[src/rtl/palette_lookup_arbiter.sv]
// Round-robin arbiter sharing one combinational palette lookup among NUM_REQ
// pixel requesters; two-stage pipeline returns {R,G,B} tagged with requester ID.
module palette_lookup_arbiter #(
  parameter int unsigned NUM_REQ         = 3,
  parameter int unsigned ID_W            = 2,
  parameter logic [7:0]  TRANSPARENT_IDX = 8'd0
) (
  input  logic                 clk,
  input  logic                 reset,
  input  logic                 enable,
  input  logic [NUM_REQ-1:0]   req_valid,
  input  logic [NUM_REQ*8-1:0] req_index,
  output logic [NUM_REQ-1:0]   req_ready,
  output logic [7:0]           pal_index,
  input  logic [11:0]          pal_rgb,
  output logic                 rsp_valid,
  output logic [ID_W-1:0]      rsp_id,
  output logic [11:0]          rsp_rgb,
  output logic                 rsp_transparent,
  output logic                 busy
);

  localparam int unsigned IDX_W = 8;
  localparam int unsigned RGB_W = 12;
  localparam int unsigned SEL_W = (NUM_REQ > 1) ? $clog2(NUM_REQ) : 1;
  localparam int unsigned SUM_W = SEL_W + 1;

  logic [SEL_W-1:0] r_rr_ptr;
  logic             r_s1_valid;
  logic [IDX_W-1:0] r_pal_index;
  logic [ID_W-1:0]  r_s1_id;
  logic             r_s1_transp;
  logic             r_rsp_valid;
  logic [ID_W-1:0]  r_rsp_id;
  logic [RGB_W-1:0] r_rsp_rgb;
  logic             r_rsp_transp;
  logic             r_busy;

  logic [NUM_REQ-1:0] w_grant;
  logic [SEL_W-1:0]   w_gnt_pos;
  logic [ID_W-1:0]    w_gnt_id;
  logic               w_xfer;
  logic [SUM_W-1:0]   w_sum;
  logic [SEL_W-1:0]   w_pos;
  logic [IDX_W-1:0]   w_sel_index;

  // Round-robin search starting at the pointer, wrapping modulo NUM_REQ
  always_comb begin
    w_grant   = '0;
    w_gnt_pos = '0;
    w_gnt_id  = '0;
    w_xfer    = 1'b0;
    w_sum     = '0;
    w_pos     = '0;
    if (enable) begin
      for (int k = 0; k < NUM_REQ; k++) begin
        w_sum = SUM_W'(r_rr_ptr) + SUM_W'(k);
        if (w_sum >= SUM_W'(NUM_REQ)) begin
          w_sum = w_sum - SUM_W'(NUM_REQ);
        end
        w_pos = SEL_W'(w_sum);
        if (!w_xfer && req_valid[w_pos]) begin
          w_grant[w_pos] = 1'b1;
          w_gnt_pos      = w_pos;
          w_gnt_id       = ID_W'(w_pos);
          w_xfer         = 1'b1;
        end
      end
    end
  end

  // Select the granted requester's palette index
  always_comb begin
    w_sel_index = '0;
    for (int i = 0; i < NUM_REQ; i++) begin
      if (w_grant[i]) begin
        w_sel_index = req_index[i*IDX_W +: IDX_W];
      end
    end
  end

  assign req_ready = w_grant;

  // Pointer, stage 1 (index to palette) and stage 2 (RGB response) registers
  always_ff @(posedge clk) begin
    if (reset) begin
      r_rr_ptr     <= '0;
      r_s1_valid   <= 1'b0;
      r_pal_index  <= '0;
      r_s1_id      <= '0;
      r_s1_transp  <= 1'b0;
      r_rsp_valid  <= 1'b0;
      r_rsp_id     <= '0;
      r_rsp_rgb    <= '0;
      r_rsp_transp <= 1'b0;
      r_busy       <= 1'b0;
    end else begin
      if (w_xfer) begin
        r_rr_ptr    <= (w_gnt_pos == SEL_W'(NUM_REQ - 1)) ? '0 : w_gnt_pos + SEL_W'(1);
        r_s1_valid  <= 1'b1;
        r_pal_index <= w_sel_index;
        r_s1_id     <= w_gnt_id;
        r_s1_transp <= (w_sel_index == TRANSPARENT_IDX);
      end else begin
        // pal_index holds so the palette does not toggle needlessly
        r_s1_valid  <= 1'b0;
      end
      r_rsp_valid <= r_s1_valid;
      if (r_s1_valid) begin
        r_rsp_rgb    <= pal_rgb;
        r_rsp_id     <= r_s1_id;
        r_rsp_transp <= r_s1_transp;
      end
      // Next-cycle view of s1_valid | rsp_valid
      r_busy <= w_xfer | r_s1_valid;
    end
  end

  assign pal_index       = r_pal_index;
  assign rsp_valid       = r_rsp_valid;
  assign rsp_id          = r_rsp_id;
  assign rsp_rgb         = r_rsp_rgb;
  assign rsp_transparent = r_rsp_transp;
  assign busy            = r_busy;

endmodule

[config.mk]
export PLATFORM = sky130hd
export DESIGN_NAME = palette_lookup_arbiter
export DESIGN_NICKNAME = d
export VERILOG_FILES = /design/src/rtl/palette_lookup_arbiter.sv
export SDC_FILE = /design/constraint.sdc
export NUM_CORES = 1
export LEC_CHECK = 0
export CAP_MARGIN = 20
export CORE_MARGIN = 2
export CORE_UTILIZATION = 43
export DETAILED_ROUTE_END_ITERATION = 16
export HOLD_SLACK_MARGIN = 0.03
export PLACE_DENSITY = 0.79
export SYNTH_ARGS = -nofsm -noshare
export SYNTH_HDL_FRONTEND = slang
export SYNTH_SLANG_ARGS = --single-unit
export TNS_END_PERCENT = 5
[constraint.sdc]
create_clock -name clk -period 3 [get_ports clk]
set_input_delay 0.6 -clock clk [delete_from_list [all_inputs] [get_ports clk]]
set_output_delay 0.6 -clock clk [all_outputs]
set_load 0.05 [all_outputs]
Word level (Yosys, flattened, before mapping)
Cells that the tools add are included.

Register bits after elaboration: 31. Bits in latches: 0. RAM bits: 0. Bits in read-only memories: 0. Input bits: 42. Output and inout port bits: 28. Logic and storage cells: 76. Memories kept: 0.

$add $sub $neg: 6. Multiply operators: 0. Divide/modulo/power cells: 0. Magnitude comparators: 9. Equal/unequal tests: 1. Shift operators: 0. Mux-type cells: 39. Bitwise operators: 3. Reductions and logical operators: 8.

Operators with widths (count): 8-bit 2-to-1 mux (3); 2-bit 2-to-1 mux (11); 3-bit 2-to-1 mux (6); 1-bit 2-to-1 mux (13); 2-bit by 3-bit less-than comparator with 1-bit output, second input constant (3); 8-bit zero test (1); 1-bit binary-select mux with 2-bit select (3); 1-bit demux with 2-bit select (3); 2-bit by 1-bit >= comparator with 1-bit output, second input constant (3); 3-bit by 2-bit >= comparator with 1-bit output, second input constant (2); 3-bit OR (2); 2-bit subtractor, second input constant (3); 1-bit logical AND (5); 2-bit by 1-bit adder with 3-bit output, second input constant (1); 2-bit by 2-bit adder with 3-bit output, second input constant (1); 2-bit by 1-bit adder with 2-bit output, second input constant (1); 2-bit equality test, second input constant (1); 2-bit >= comparator, second input constant (1); 1-bit zero test (2); 1-bit OR (1).

Longest topological paths before layout
Gate-level depths: netlist (run 1).

Depth after elaboration: 19. Depth in mapped cells: 13. Depth with buffers taken out: 12.

Worst setup path before layout (run 1)
Ideal clock, no wire load.

Kind: reg2out. From: register r_rr_ptr[0]. To: output req_ready[0]. Arrival time: 2.019 ns. Data required time: 2.400 ns. Slack: 0.381 ns. Cell stages (with the launch flop): 9. Buffers on the path: 1. Cells stage by stage: dfxtp_1 -> inv_1 -> ha_1 -> buf_6 -> inv_4 -> a31oi_1 -> o21ai_1 -> a221oi_4 -> and2b_1.

Longest elaborated chain between the ends: 15. Elaborated cells on any way between the ends: 51. Those cells by class: 5 x add/sub; 9 x order compare; 28 x mux; 2 x bitwise; 7 x reduce/logical.

RTL lines: from (decl) (line 28) `logic [SEL_W-1:0] r_rr_ptr;`; from (signal assigned) (line 99) `r_rr_ptr <= (w_gnt_pos == SEL_W'(NUM_REQ - 1)) ? '0 : w_gnt_pos + SEL_W'(1);`; parallel branches: the longest is 13 deep, another holds 2-bit by 1-bit adder with 3-bit output; 3-bit 2-to-1 mux * (line 62) `if (!w_xfer && req_valid[w_pos]) begin`; 3-bit 2-to-1 mux * (line 55) `if (enable) begin`; to (decl) (line 13) `output logic [NUM_REQ-1:0] req_ready,`.

Mark *: on every way between the ends. The select of a mux whose other input is x is not followed.

Worst setup path after layout (run 1)
From: register r_rr_ptr[0]. To: output req_ready[2].

The elaborated chain is that of the path after synthesis.

==> flow_metrics.env, run 1 <==
export IMPL_finalSetupViolations=0
export IMPL_synth_top_area_cell="dfxtp_1"
export IMPL_vias=1723
export IMPL_place_hpwl_um=3380
export IMPL_p_leak_nw=1.12
export IMPL_vdd_drop_max_mv=0.293
export IMPL_ys_top_cells_by_count="dfxtp_1 (31), nor2_1 (28), mux2i_1 (16)"
export IMPL_port_buffers=69
export IMPL_drtAntennaViolNets=0
export IMPL_fp_dieArea_sq_um=4580
export IMPL_start_kind="flop"
export IMPL_relSlewSlack=0.411
export IMPL_syn_cell_area_sq_um=1740
export IMPL_die_h_um=67.7
export IMPL_cts_buffers=5
export IMPL_crit_fanout=5
export IMPL_nFillCells=311
export IMPL_rsz0062_at_grt="yes"
export IMPL_synthToLayoutAreaGrowth_pct=55.5
export IMPL_cts_tree="yes"
export IMPL_clockBufferDepth=2
export IMPL_p_switching_w=0.000459
export IMPL_arrival_ns=2.28
export IMPL_cts_sinks=31
export IMPL_num_io_pins=70
export IMPL_multi_input_area_sq_um=1030
export IMPL_place_congestion=0.941
export IMPL_seq_area_sq_um=621
export IMPL_period_needed_ns=2.88
export IMPL_internal_power_w=0.000960
export IMPL_drive_gt1_frac=0.157
export IMPL_grt_pass1_vias=1630
export IMPL_p_seq_frac=0.332
export IMPL_max_cap_violations=0
export IMPL_core_sq_um=3940
export IMPL_p_sw_frac=0.324
export IMPL_htreeDepth=2
export IMPL_worst_pin_slew_ns=0.883
export IMPL_syn_num_nets=244
export IMPL_powerDensity_nw_per_um2=523
export IMPL_hold_viol=0
export IMPL_grt_util_met2=0.326
export IMPL_status="completed"
export IMPL_synth_top_area_frac=0.356
export IMPL_final_setup_skew_ns=0.00976
export IMPL_synth_seq_area_share=0.356
export IMPL_rows=23
export IMPL_hold_class="reg2reg"
export IMPL_drcViolationCount=0
export IMPL_async_flop_share=0
export IMPL_die_x_um=67.7
export IMPL_synth_edf_count=0
export IMPL_first_iter_violations=78
export IMPL_syn_instance_count=198
export IMPL_grt_met3_usage=0.0717
export IMPL_antenna_found_initial=0
export IMPL_initial_core_util=0.442
export IMPL_grt_usage=0.208
export IMPL_met1_usage=0.259
export IMPL_yosysWarnings=0
export IMPL_diodes=0
export IMPL_grt_pass1_wl_um=7150
export IMPL_required_ns=2.40
export IMPL_hold_worst_slack_ns=0.454
export IMPL_wl_per_cell_um=13.6
export IMPL_nNetsFinal=325
export IMPL_overflow=0
export IMPL_fin_setup_tns_ns=0
export IMPL_clock_latency_ns=0.28
export IMPL_pwr_share_clk=0.299
export IMPL_root_buffer="clkbuf_8"
export IMPL_ys_ff_latch=31
export IMPL_fmax_mhz=347
export IMPL_synth_cell_type_count=52
export IMPL_fin_util=0.688
export IMPL_synth_most_common_cell="dfxtp_1"
export IMPL_combPwrFrac=0.369
export IMPL_drt_pass1_iter_count=4
export IMPL_grt_max_degree=18
export IMPL_endpoint_kind="output port"
export IMPL_path_clk_slew_ns=0.07
export IMPL_wl_um=4480
export IMPL_worstSetupPathType="reg2out"
export IMPL_synth_area_top_cells="dfxtp_1 (36%), mux2i_1 (9.2%), nor2_1 (6.0%)"
export IMPL_ys_flop_type="dfxtp_1"
export IMPL_busiest_layer="met2"
export IMPL_fin_crit_sh=0.961
export IMPL_postSynthAreaPerCell_sq_um=8.81
export IMPL_slew_viol_final=0
export IMPL_viasPerCell=5.22
[registers in the layout (all words and copies together), names as in the netlist]
| register | count |
|---|---|
| rsp_transparent | 1 |
| r_s1_valid | 1 |
| busy | 1 |
| r_s1_id | 2 |
| r_rr_ptr | 2 |
| rsp_valid | 1 |
| r_s1_transp | 1 |
| pal_index | 8 |
| rsp_rgb | 12 |
| rsp_id | 2 |
[power by group through the flow]
stage | sequential, W | clock [W] | combinational, W
finish | 0.000471 | 0.000424 | 0.000523
global route | 0.000476 | 0.000451 | 0.000562
CTS | 0.000471 | 0.000431 | 0.000522
detailed placement | 0.000480 | 0 | 0.000508
global placement | 0.000479 | 0 | 0.000504
floorplan | 0.000563 | 0 | 0.000246
[metal layers]
metal	routed length, um	part of all wire
met4	94	0.021
met3	260	0.058
met2	2160	0.48
met1	1960	0.44
met5	0	0
[path summary, 6_finish.rpt]
check,start,end,slack (ns),cells past startpoint
worst max-delay path,r_rr_ptr[0],req_ready[2],0.12,9
worst min-delay path,pal_index[1],pal_index[1],0.45,2
worst max register to register,r_rr_ptr[0],r_s1_transp,0.24,11
worst min register to register,pal_index[1],pal_index[1],0.45,2
[placed cells by master (no fill, tap or decap), types with 3 or more instances in the layout]
master	count
a21o_1	8
a21oi_1	8
a221oi_1	3
and2b_1	3
buf_4	21
clkbuf_8	6
clkdlybuf4s50_1	64
dfxtp_1	31
inv_1	3
mux2i_1	16
nand2_1	15
nand2b_1	5
nor2_1	28
nor2b_1	7
nor3_1	6
o21ai_1	3
o22a_1	4
[per-stage QoR]
step | power (W) | worst slack, ns | cell area, sq um | std cells
after floorplan | 0.000810 | 0.381 | 1740 | 198
after global placement | 0.000984 | -0.0723 | 2560 | 319
after detailed placement | 0.000988 | -0.106 | 2560 | 319
after CTS | 0.00142 | 0.0909 | 2700 | 328
after global routing | 0.00149 | -0.00871 | 2710 | 330
final | 0.00142 | 0.116 | 2710 | 330
[timing repair]
action / CTS / global route
endpoints found under the setup margin: 3 / 3
setup buffers: 1 / 2
endpoints found under the hold margin: 0 / 0
resized for setup: 5 / 1
pin swaps: 1 / 1
gates cloned: 0 / 0
hold buffers: 0 / 0
[layout make-up]
| type | instances | share of cell area |
|---|---|---|
| Inverter | 5 | 0.00784 |
| Sequential cell | 31 | 0.229 |
| Multi-Input combinational cell | 147 | 0.381 |
| Tap cell | 50 | 0.0231 |
| Clock inverter | 2 | 0.0129 |
| Timing Repair Buffer | 89 | 0.315 |
| Clock buffer | 6 | 0.0304 |
[critical path, cell delays in order, from the launching register on]
cell	delay, ns
dfxtp_1	0.39
inv_1	0.11
ha_4	0.19
nand2b_1	0.16
a32o_1	0.29
a221oi_2	0.28
nand2b_4	0.19
inv_2	0.06
buf_4	0.14
buf_4	0.18
[logic make-up after synthesis]
kind of cell / share of synthesized area
compound gates: 0.227
mux: 0.0918
fa+ha+maj: 0.0344
flops: 0.356
buf+inv: 0.0603
simple gates: 0.231
Power figures use the tool's default switching activity.
==> run 2, diff against run 1 <==
--- a/config.mk
+++ b/config.mk
@@ -6,6 +6,7 @@
 export NUM_CORES = 1
 export LEC_CHECK = 0
 export CAP_MARGIN = 20
+export CORE_ASPECT_RATIO = 1.75
 export CORE_MARGIN = 2
 export CORE_UTILIZATION = 43
 export DETAILED_ROUTE_END_ITERATION = 16
==> run 2 against run 1 <==
  * Register-to-register slack improved by 0.13 ns
  * Sequential share of layout area increased by 0.42 points
  * Global-route usage grew 0.24 points
  * Hold slack better by 0.0098 ns
  * Setup slack gained 0.021 ns
  * Die area up 0.43%
  * Clock power shrank 30%
  * Final area shrank 1.6%
  * Sequential cell count unchanged
  * Utilization decreased by 0.44 points
  * Final cell count down 0.91%
  * Sequential power about the same
  * Critical endpoint is now req_ready[0]
  * Highest routed layer unchanged
==> flow_metrics.env, run 2 (synthesis results as in run 1) <==
export IMPL_dpl_instance_area_sq_um=2560
export IMPL_drcViolationCount=0
export IMPL_pwr_share_clk=0.230
export IMPL_p_leak_nw=1.11
export IMPL_die_h_um=88.3
export IMPL_fin_area_sq_um=2670
export IMPL_clock_latency_ns=0.27
export IMPL_fin_ws_ns=0.137
export IMPL_p_switching_w=0.000441
export IMPL_overflow=0
export IMPL_drt_pass1_iter_count=4
export IMPL_place_hpwl_um=3560
export IMPL_hold_viol=0
export IMPL_initial_core_util=0.447
export IMPL_powerDensity_nw_per_um2=485
export IMPL_period_needed_ns=2.86
export IMPL_placed_cells=319
export IMPL_fp_dieArea_sq_um=4600
export IMPL_multi_input_area_sq_um=1040
export IMPL_antenna_found_initial=0
export IMPL_die_x_um=52.1
export IMPL_rsz0062_at_grt="no"
export IMPL_htreeDepth=2
export IMPL_combPwrFrac=0.404
export IMPL_grt_pass1_wl_um=7420
export IMPL_root_buffer="clkbuf_8"
export IMPL_arrival_ns=2.26
export IMPL_drtAntennaViolNets=0
export IMPL_seq_area_sq_um=622
export IMPL_largest_reg_flops=12
export IMPL_wl_per_cell_um=13.8
export IMPL_layout_commonest_cell="clkdlybuf4s50_1"
export IMPL_vias=1706
export IMPL_cts_buffers=5
export IMPL_fin_total_pwr_w=0.00129
export IMPL_start_kind="flop"
export IMPL_grt_max_degree=19
export IMPL_hold_class="reg2reg"
export IMPL_hold_worst_slack_ns=0.464
export IMPL_endpoint_kind="output port"
export IMPL_cts_tree="yes"
export IMPL_p_seq_frac=0.366
export IMPL_num_io_pins=70
export IMPL_status="completed"
export IMPL_final_cell_mix="clkdlybuf4s50_1 (64), dfxtp_1 (30), nor2_1 (28)"
export IMPL_drive_gt1_frac=0.154
export IMPL_wl_um=4520
export IMPL_crit_fanout=9
export IMPL_port_buffers=69
export IMPL_clockBufferDepth=2
export IMPL_grt_usage=0.210
export IMPL_worst_pin_slew_ns=0.884
export IMPL_internal_power_w=0.000853
export IMPL_holdPathStages=2
export IMPL_finalSetupViolations=0
export IMPL_relSlewSlack=0.410
export IMPL_first_iter_violations=18
export IMPL_fmax_mhz=349
export IMPL_r2r_cells=12
export IMPL_max_cap_violations=0
export IMPL_core_sq_um=3900
export IMPL_viasPerCell=5.22
export IMPL_stdcell_count=327
export IMPL_diodes=0
export IMPL_vdd_drop_max_mv=0.394
export IMPL_worstSetupPathType="reg2out"
export IMPL_nFillCells=344
export IMPL_rows=30
export IMPL_path_clk_slew_ns=0.06
export IMPL_fin_crit_sh=0.954
export IMPL_cts_sinks=31
export IMPL_nNetsFinal=324
export IMPL_place_congestion=0.882
export IMPL_p_sw_frac=0.341
export IMPL_synthToLayoutAreaGrowth_pct=53.0
export IMPL_grt_pass1_vias=1716
export IMPL_required_ns=2.40
export IMPL_final_setup_skew_ns=0.00457
export IMPL_dp_worst_setup_slack_ns=-0.0135
export IMPL_slew_viol_final=0
==> run 2: changes by cell type in the layout (fill, tap and decap cells not counted), sizes merged <==
| cell | change |
|---|---|
| clkbuf | +1 |
| buf | -1 |
| bufinv | -1 |
| dlygate4sd2 | -2 |
| dlymetal6s2s | +2 |
==> run 2: power by group through the flow <==
stage	registers [W]	logic (W)	clock network, W
floorplan	0.000563	0.000246	0
global placement	0.000480	0.000510	0
detailed placement	0.000481	0.000514	0
CTS	0.000473	0.000518	0.000309
global route	0.000477	0.000560	0.000329
finish	0.000473	0.000523	0.000298
==> run 2: path summary, 6_finish.rpt <==
kind | start | end | slack (ns)
worst min-delay path | r_s1_id[0] | r_s1_id[0] | 0.46
worst max-delay path | r_rr_ptr[0] | req_ready[0] | 0.14
worst max register to register | r_rr_ptr[0] | r_s1_transp | 0.37
worst min register to register | r_s1_id[0] | r_s1_id[0] | 0.46
==> run 2: cell type report <==
type / count / area share
timing repair buffer: 88 / 0.316
multi-input combinational: 147 / 0.390
tap: 48 / 0.0225
inverter: 5 / 0.00797
clock buffer: 7 / 0.0286
sequential: 31 / 0.233
clock inverter: 1 / 0.00188
==> run 2: through the flow <==
stage	utilization	TNS, ns
3_3_place_gp	0.655	-0.00359
3_5_place_dp	0.655	-0.0220
2_1_floorplan	-	0
4_1_cts	0.677	0
6_report	0.684	0
5_1_grt	0.684	0
==> run 2: critical path, stage by stage, from the launching register on <==
cell      delay [ns]
dfxtp_2         0.35
inv_1           0.09
ha_4            0.30
nor4bb_2        0.18
a31oi_1         0.19
o21ai_1         0.14
a221oi_4        0.32
and2b_1         0.21
buf_4           0.19
==> run 2: routing by layer <==
layer / vias up / routed length (um) / track usage
li1: 858 / - / -
met1: 785 / 1760 / 0.228
met2: 53 / 2450 / 0.382
met3: 10 / 188 / 0.0405
met4: 0 / 121 / 0.0979
met5: - / 0 / 0
==> run 2: repair_timing <==
action | CTS | global route
gates resized for setup | 2 | 6
endpoints found under the setup margin | 2 | 4
hold buffers | 0 | 0
buffers inserted | 0 | 0
pin swaps | 0 | 1
==> run 3, diff against run 2 <==
--- a/config.mk
+++ b/config.mk
@@ -5,6 +5,7 @@
 export SDC_FILE = /design/constraint.sdc
 export NUM_CORES = 1
 export LEC_CHECK = 0
+export ABC_CLOCK_PERIOD_IN_PS = 3000
 export CAP_MARGIN = 20
 export CORE_ASPECT_RATIO = 1.75
 export CORE_MARGIN = 2
==> results of run 3 <==
No change in the layout: final DEF, timing and power equal those of run 2.
